$ cat src/rtl/tlb_miss_table.sv
// Shared TLB-miss slot table: cores post, claim and complete page misses through per-port windows.
// Define TLB_MISS_COALESCE_EN to merge submits of an already-tracked PFN into the existing slot.

module tlb_miss_table #(
    parameter int unsigned  NumPorts   = 8,
    parameter int unsigned  NumEntries = 4,
    parameter int unsigned  PfnWidth   = 52,
    localparam int unsigned IdxW       = (NumEntries > 1) ? $clog2(NumEntries) : 1
) (
    input  logic                      clk_i,
    input  logic                      rst_ni,
    input  logic [NumPorts-1:0]       req_i,
    input  logic [NumPorts-1:0][31:0] add_i,
    input  logic [NumPorts-1:0]       wen_i,
    input  logic [NumPorts-1:0][31:0] wdata_i,
    output logic [NumPorts-1:0]       gnt_o,
    output logic [NumPorts-1:0]       rvalid_o,
    output logic [NumPorts-1:0][31:0] rdata_o,
    output logic [IdxW:0]             pending_o
);

    // state     | meaning
    // ST_IDLE   | port accepts any access
    // ST_AWAIT  | submit outstanding, port ignored until its slot is released
    // ST_UPPER  | port holds claimed slot cl_q, next access returns to idle
    typedef enum logic [1:0] {ST_IDLE, ST_AWAIT, ST_UPPER} state_e;

    localparam int unsigned PtrW = (NumPorts > 1) ? $clog2(NumPorts) : 1;

    state_e              state_q [NumPorts], state_d [NumPorts];
    logic [19:0]         pfn_lo_q [NumPorts], pfn_lo_d [NumPorts];
    logic [IdxW-1:0]     cl_q [NumPorts], cl_d [NumPorts];
    logic [NumPorts-1:0] rvalid_q, rvalid_d;
    logic [NumPorts-1:0][31:0] rdata_q, rdata_d;

    logic [NumEntries-1:0] occ_q, occ_d, clm_q, clm_d;
    logic [PfnWidth-1:0]   pfn_q [NumEntries], pfn_d [NumEntries];
    logic [NumPorts-1:0]   wait_q [NumEntries], wait_d [NumEntries];
    logic [IdxW-1:0]       fifo_q [NumEntries], fifo_d [NumEntries];
    logic [IdxW-1:0]       rd_ptr_q, rd_ptr_d, wr_ptr_q, wr_ptr_d;
    logic [IdxW:0]         cnt_q, cnt_d;
    logic [PtrW-1:0]       rr_q, rr_d;

    logic [NumPorts-1:0]   sub_req, clm_req, cmp_req, direct, elig, gnt, rel, match, cvalid;
    logic [IdxW-1:0]       match_idx [NumPorts], cidx [NumPorts];
    logic [PfnWidth-1:0]   sub_pfn [NumPorts];
    logic [NumEntries-1:0] cmp_hit;
    logic                  free_any, win_vld;
    logic [IdxW-1:0]       free_idx, pop_idx;
    logic [PtrW-1:0]       win;
    logic [15:0]           occ_cnt;
    logic [31:0]           status;
    logic                  unused_bits;

    assign unused_bits = ^{add_i, wdata_i};

    function automatic logic [IdxW-1:0] ptr_inc(input logic [IdxW-1:0] v);
        return (int'(v) == int'(NumEntries) - 1) ? '0 : v + IdxW'(1);
    endfunction

    always_comb begin
        sub_req = '0; clm_req = '0; cmp_req = '0; direct = '0;
        match = '0; cvalid = '0; cmp_hit = '0; elig = '0;
        for (int p = 0; p < int'(NumPorts); p++) begin
            sub_pfn[p]   = {wdata_i[p][PfnWidth-21:0], pfn_lo_q[p]};
            cidx[p]      = wdata_i[p][IdxW-1:0];
            match_idx[p] = '0;
            if (req_i[p] && state_q[p] == ST_IDLE) begin
                sub_req[p] = !wen_i[p] && add_i[p][7:0] == 8'h04;
                clm_req[p] = wen_i[p] && add_i[p][7:0] == 8'h10;
                cmp_req[p] = !wen_i[p] && add_i[p][7:0] == 8'h20;
                direct[p]  = !(sub_req[p] || clm_req[p] || cmp_req[p]);
            end else if (req_i[p] && state_q[p] == ST_UPPER) begin
                direct[p] = 1'b1;
            end
`ifdef TLB_MISS_COALESCE_EN
            for (int s = int'(NumEntries) - 1; s >= 0; s--) begin
                if (occ_q[s] && pfn_q[s] == sub_pfn[p]) begin
                    match[p]     = 1'b1;
                    match_idx[p] = IdxW'(s);
                end
            end
`endif
            if (int'(cidx[p]) < int'(NumEntries)) begin
                cvalid[p] = occ_q[cidx[p]] && clm_q[cidx[p]];
            end
            if (cmp_req[p] && cvalid[p]) cmp_hit[cidx[p]] = 1'b1;
        end

        free_any = 1'b0;
        free_idx = '0;
        occ_cnt  = '0;
        for (int s = int'(NumEntries) - 1; s >= 0; s--) begin
            if (!occ_q[s]) begin
                free_any = 1'b1;
                free_idx = IdxW'(s);
            end
            occ_cnt = occ_cnt + 16'(occ_q[s]);
        end
        status  = {occ_cnt, 16'(cnt_q)};
        pop_idx = fifo_q[rd_ptr_q];

        // A submit matching a slot whose completion is requested now waits, so it re-allocates afterwards.
        for (int p = 0; p < int'(NumPorts); p++) begin
            elig[p] = clm_req[p] || cmp_req[p] ||
                      (sub_req[p] && (match[p] ? !cmp_hit[match_idx[p]] : free_any));
        end

        win_vld = 1'b0;
        win     = '0;
        for (int i = 0; i < int'(NumPorts); i++) begin
            if (!win_vld && elig[(int'(rr_q) + i) % int'(NumPorts)]) begin
                win_vld = 1'b1;
                win     = PtrW'((int'(rr_q) + i) % int'(NumPorts));
            end
        end
        gnt = direct;
        if (win_vld) gnt[win] = 1'b1;
    end

    always_comb begin
        state_d  = state_q;  pfn_lo_d = pfn_lo_q; cl_d   = cl_q;
        rvalid_d = '0;       rdata_d  = '0;
        occ_d    = occ_q;    clm_d    = clm_q;    pfn_d  = pfn_q;  wait_d = wait_q;
        fifo_d   = fifo_q;   rd_ptr_d = rd_ptr_q; wr_ptr_d = wr_ptr_q;
        cnt_d    = cnt_q;    rr_d     = rr_q;     rel    = '0;

        if (win_vld) begin
            rr_d = PtrW'((int'(win) + 1) % int'(NumPorts));
            if (sub_req[win]) begin
                state_d[win] = ST_AWAIT;
                if (match[win]) begin
                    wait_d[match_idx[win]][win] = 1'b1;
                end else begin
                    occ_d[free_idx]       = 1'b1;
                    clm_d[free_idx]       = 1'b0;
                    pfn_d[free_idx]       = sub_pfn[win];
                    wait_d[free_idx]      = '0;
                    wait_d[free_idx][win] = 1'b1;
                    fifo_d[wr_ptr_q]      = free_idx;
                    wr_ptr_d              = ptr_inc(wr_ptr_q);
                    cnt_d                 = cnt_q + (IdxW+1)'(1);
                end
            end else if (clm_req[win]) begin
                rvalid_d[win] = 1'b1;
                if (cnt_q != '0) begin
                    clm_d[pop_idx] = 1'b1;
                    cl_d[win]      = pop_idx;
                    state_d[win]   = ST_UPPER;
                    rd_ptr_d       = ptr_inc(rd_ptr_q);
                    cnt_d          = cnt_q - (IdxW+1)'(1);
                    rdata_d[win]   = {pfn_q[pop_idx][19:0], 1'b0, 11'(pop_idx)};
                end else begin
                    rdata_d[win] = 32'h0000_0800;
                end
            end else begin
                rvalid_d[win] = 1'b1;
                if (cvalid[win]) begin
                    rel               = wait_q[cidx[win]];
                    occ_d[cidx[win]]  = 1'b0;
                    clm_d[cidx[win]]  = 1'b0;
                    wait_d[cidx[win]] = '0;
                end else begin
                    rdata_d[win] = 32'd1;
                end
            end
        end

        for (int p = 0; p < int'(NumPorts); p++) begin
            if (direct[p]) begin
                rvalid_d[p] = 1'b1;
                rdata_d[p]  = 32'd1;
                if (wen_i[p] && add_i[p][7:0] == 8'h30) begin
                    rdata_d[p] = status;
                end else if (state_q[p] == ST_UPPER) begin
                    state_d[p] = ST_IDLE;
                    if (wen_i[p] && add_i[p][7:0] == 8'h14)
                        rdata_d[p] = 32'(pfn_q[cl_q[p]][PfnWidth-1:20]);
                end else if (!wen_i[p] && add_i[p][7:0] == 8'h00) begin
                    pfn_lo_d[p] = wdata_i[p][31:12];
                    rdata_d[p]  = '0;
                end
            end
            if (rel[p]) begin
                state_d[p]  = ST_IDLE;
                rvalid_d[p] = 1'b1;
                rdata_d[p]  = '0;
            end
        end
    end

    always_ff @(posedge clk_i or negedge rst_ni) begin
        if (!rst_ni) begin
            for (int p = 0; p < int'(NumPorts); p++) begin
                state_q[p]  <= ST_IDLE;
                pfn_lo_q[p] <= '0;
                cl_q[p]     <= '0;
            end
            for (int s = 0; s < int'(NumEntries); s++) begin
                pfn_q[s]  <= '0;
                wait_q[s] <= '0;
                fifo_q[s] <= '0;
            end
            rvalid_q <= '0;
            rdata_q  <= '0;
            occ_q    <= '0;
            clm_q    <= '0;
            rd_ptr_q <= '0;
            wr_ptr_q <= '0;
            cnt_q    <= '0;
            rr_q     <= '0;
        end else begin
            state_q  <= state_d;
            pfn_lo_q <= pfn_lo_d;
            cl_q     <= cl_d;
            pfn_q    <= pfn_d;
            wait_q   <= wait_d;
            fifo_q   <= fifo_d;
            rvalid_q <= rvalid_d;
            rdata_q  <= rdata_d;
            occ_q    <= occ_d;
            clm_q    <= clm_d;
            rd_ptr_q <= rd_ptr_d;
            wr_ptr_q <= wr_ptr_d;
            cnt_q    <= cnt_d;
            rr_q     <= rr_d;
        end
    end

    assign gnt_o     = gnt & {NumPorts{rst_ni}};
    assign rvalid_o  = rvalid_q;
    assign rdata_o   = rdata_q;
    assign pending_o = cnt_q;

endmodule

$ cat config.mk
export PLATFORM = sky130hd
export DESIGN_NAME = tlb_miss_table
export DESIGN_NICKNAME = d
export VERILOG_FILES = /design/src/rtl/tlb_miss_table.sv
export SDC_FILE = /design/constraint.sdc
export NUM_CORES = 2
export LEC_CHECK = 0
export BUFFER_PORTS_ARGS = -buffer_cell sky130_fd_sc_hd__buf_4
export CORE_AREA = 2 2 314 316
export CTS_CLUSTER_SIZE = 8
export DETAILED_ROUTE_END_ITERATION = 6
export DIE_AREA = 0 0 316 318
export PLACE_DENSITY = 0.75
export SYNTH_ARGS = -nofsm -noshare
export SYNTH_HDL_FRONTEND = slang
export SYNTH_SLANG_ARGS = --single-unit
$ cat constraint.sdc
create_clock -name clk_i -period 14.49 [get_ports clk_i]
set_clock_uncertainty 0.2 [all_clocks]
set_input_delay 0 -clock clk_i [delete_from_list [all_inputs] [get_ports clk_i]]
set_output_delay 0 -clock clk_i [all_outputs]
set_load 0.01 [all_outputs]
==> out/metrics.cfg <==
[synthesis]
syn_area_per_cell_um2=11.4
netlist_area_um2=40600
synth-edff-count=0
yosys_most_used_dff=dfrtp_1
yosysTopAreaCellShare_pct=44.5
synth_top_area_cell=dfrtp_1
ys_async_sr_fraction_pct=100
syn_inst=3564
ys_ff_latch=722
synth_fp_nets=4107
yosys-top-cells-area=dfrtp_1, mux4_2, mux2_2
synth_cell_types=90
ys_seq_area_share_pct=44.5
yosys_warnings=0

[setup_path]
startpoint=rr_q[0]
crit_path_start_kind=register
crit_type=reg2reg
critPathMaxFanout=29
critical_path_arrival_ns=9.19
end_kind=register
reg2reg_slack_ns=5.66
worst-r2r-cell-count=21
r2r_start=rr_q[0]
critical_path_required_ns=14.85
r2r-end=pfn_q[130]

[clocking]
clock_path_buffers=3
cts_max_level=3
cts.sinks=722
cts_tree=yes
clk_latency_ns=0.68
post_cts.repair.setup_buffers=0
cts_made_buffers=101
root_buffer=clkbuf_16
cts_hold_buf=420
path_clk_slew_ns=0.05
cts_resized=0

[worst_hold_path]
hold_path_depth=7
min_from=add_i[195]
hold_class=in2reg
hold_end=rdata_o[192]

[timing]
fin_crit_ns=8.83
finalHoldViolations=0
finalCritPeriodShare_pct=61.0
maxSlewHeadroom_pct=11.1
finalSetupTns_ns=0
worst_slew_pin_slew_ns=1.33
layout_setup_ws_ns=5.66
setup-violations-final=0
report.final.slew_viol_count=0
fmax_ghz=0.113
rsz0062_at_grt=false

[route]
post_drt_wl_per_cell_um=31.1
ant_nets=0
num_vias=38100
drtIter0Drc=5323
via_per_inst=6.55
firstDrtPassIters=7
drc_errors=0
totalWireLength_um=181000

[placed_design]
port_buffers=612
finalWeightedCongestion=0.992
place_hpwl_um=116000
placed_cell_area_um2=46500
post-place-ws_ns=6.39

[global_routing]
grt_pass1_vias=38300
grt_use_total_pct=35.4
grt_max_degree=171
grt_first_pass_wirelength_um=260000
antenna_found_initial=15
gr-total-overflow=0

[die]
io_pins=805
die_y_um=318
coreArea_um2=97400
start_util_pct=41.7
rows=115
die_area_um2=100000
die-width_um=316

[layout]
area.growth.synth_to_final_pct=31.5
mostFrequentLayoutCells=dfrtp_1, buf_4, dlygate4sd3_1
fin_area_um2=53400
num-nets-final=5047
final_common_cell=dfrtp_1
nFillCells=7873
layout-drive-gt1-share_pct=32.3

[job]
maxCapViolations=0

[status]
outcome=finished clean

## worst max-delay path, cell delays in order (launching register included)
cell and delay (ns):
dfrtp_1 0.32, buf_4 0.31, inv_1 0.42, ha_1 0.86, inv_2 0.26, nor3_1 0.26, a2111oi_0 0.10, nor4_1 0.71
nor2_1 0.16, a21oi_1 0.16, a221oi_1 0.11, o21a_2 0.40, nor2_4 0.15, buf_4 0.43, clkinv_2 0.70, nor2_2 0.80
buf_4 0.43, a22oi_1 0.14, dlygate4sd3_1 0.60, o21a_1 0.20, dlygate4sd3_1 0.74, o21ai_0 0.22
## cell type report
class | count | area (um^2) | share of cell area, %
Sequential cell | 722 | 18100 | 33.8
Tap cell | 1287 | 1610 | 3.01
Antenna cell | 8 | 20.0 | 0.0375
Timing Repair Buffer | 1125 | 9530 | 17.8
Clock buffer | 112 | 2570 | 4.81
Multi-Input combinational cell | 2486 | 21300 | 39.8
Clock inverter | 8 | 114 | 0.213
Inverter | 68 | 256 | 0.480
## worst max path at each step
stage                        end  depth (start not counted)  slack (ns)
floorplan           rdata_o[161]                         23        9.06
global placement     rdata_o[79]                         18        6.41
detailed placement     pfn_q[46]                         19        6.39
CTS                   pfn_q[130]                         21        5.99
global route         rdata_o[34]                         19        5.34
finish                pfn_q[130]                         21        5.66
## kinds of logic after synthesis
logic type      count (synthesis)  synth area share [%]
buf+inv                       356                  3.77
simple gates                  997                  11.0
mux                           605                  24.9
fa+ha+maj                      13                 0.437
compound gates                861                  15.2
flops                         722                  44.5
xor+xnor                       10                 0.215
## registers in the layout (all words and copies together), names as in the netlist, named ones only
name	flops
cl_q	16
clm_q	4
fifo_q	8
occ_q	4
pending_o	3
pfn_lo_q	160
pfn_q	208
rd_ptr_q	2
rdata_o	256
rr_q	3
rvalid_o	8
state_q	16
wr_ptr_q	2
## synth_stat cells, types with 15 or more instances
cell / number
nor4_1: 15
dfrtp_1: 722
o21ai_0: 265
nand2_1: 373
mux2i_1: 71
nand4_1: 20
clkbuf_1: 177
nor2_1: 337
nand3_1: 61
nor3_1: 48
o22a_1: 19
o22ai_1: 42
a2bb2oi_1: 136
a211oi_1: 31
buf_1: 34
inv_1: 63
buf_2: 46
a221oi_1: 45
nor2b_1: 38
a21oi_1: 78
a22oi_1: 59
mux4_2: 301
mux2_2: 233
a221o_1: 19
buf_4: 25
## layer usage
layer	wire length (um)	global-route usage, %
met5	24	0.435
met4	13800	22.7
met3	25000	13.0
met2	77900	51.9
met1	64000	44.0
## stage by stage
step | std cells | hold WS, ns | utilization, %
floorplan | 3564 | -0.496 | -
global placement | 5268 | -0.270 | 47.8
detailed placement | 5268 | -0.270 | 47.8
CTS | 5808 | 0.000364 | 54.8
global route | 5813 | 0.0373 | 54.9
finish | 5816 | 0.0609 | 54.9
Power is not shown: default switching activity piles up to over one toggle a cycle in this logic, so the estimate is an artifact.
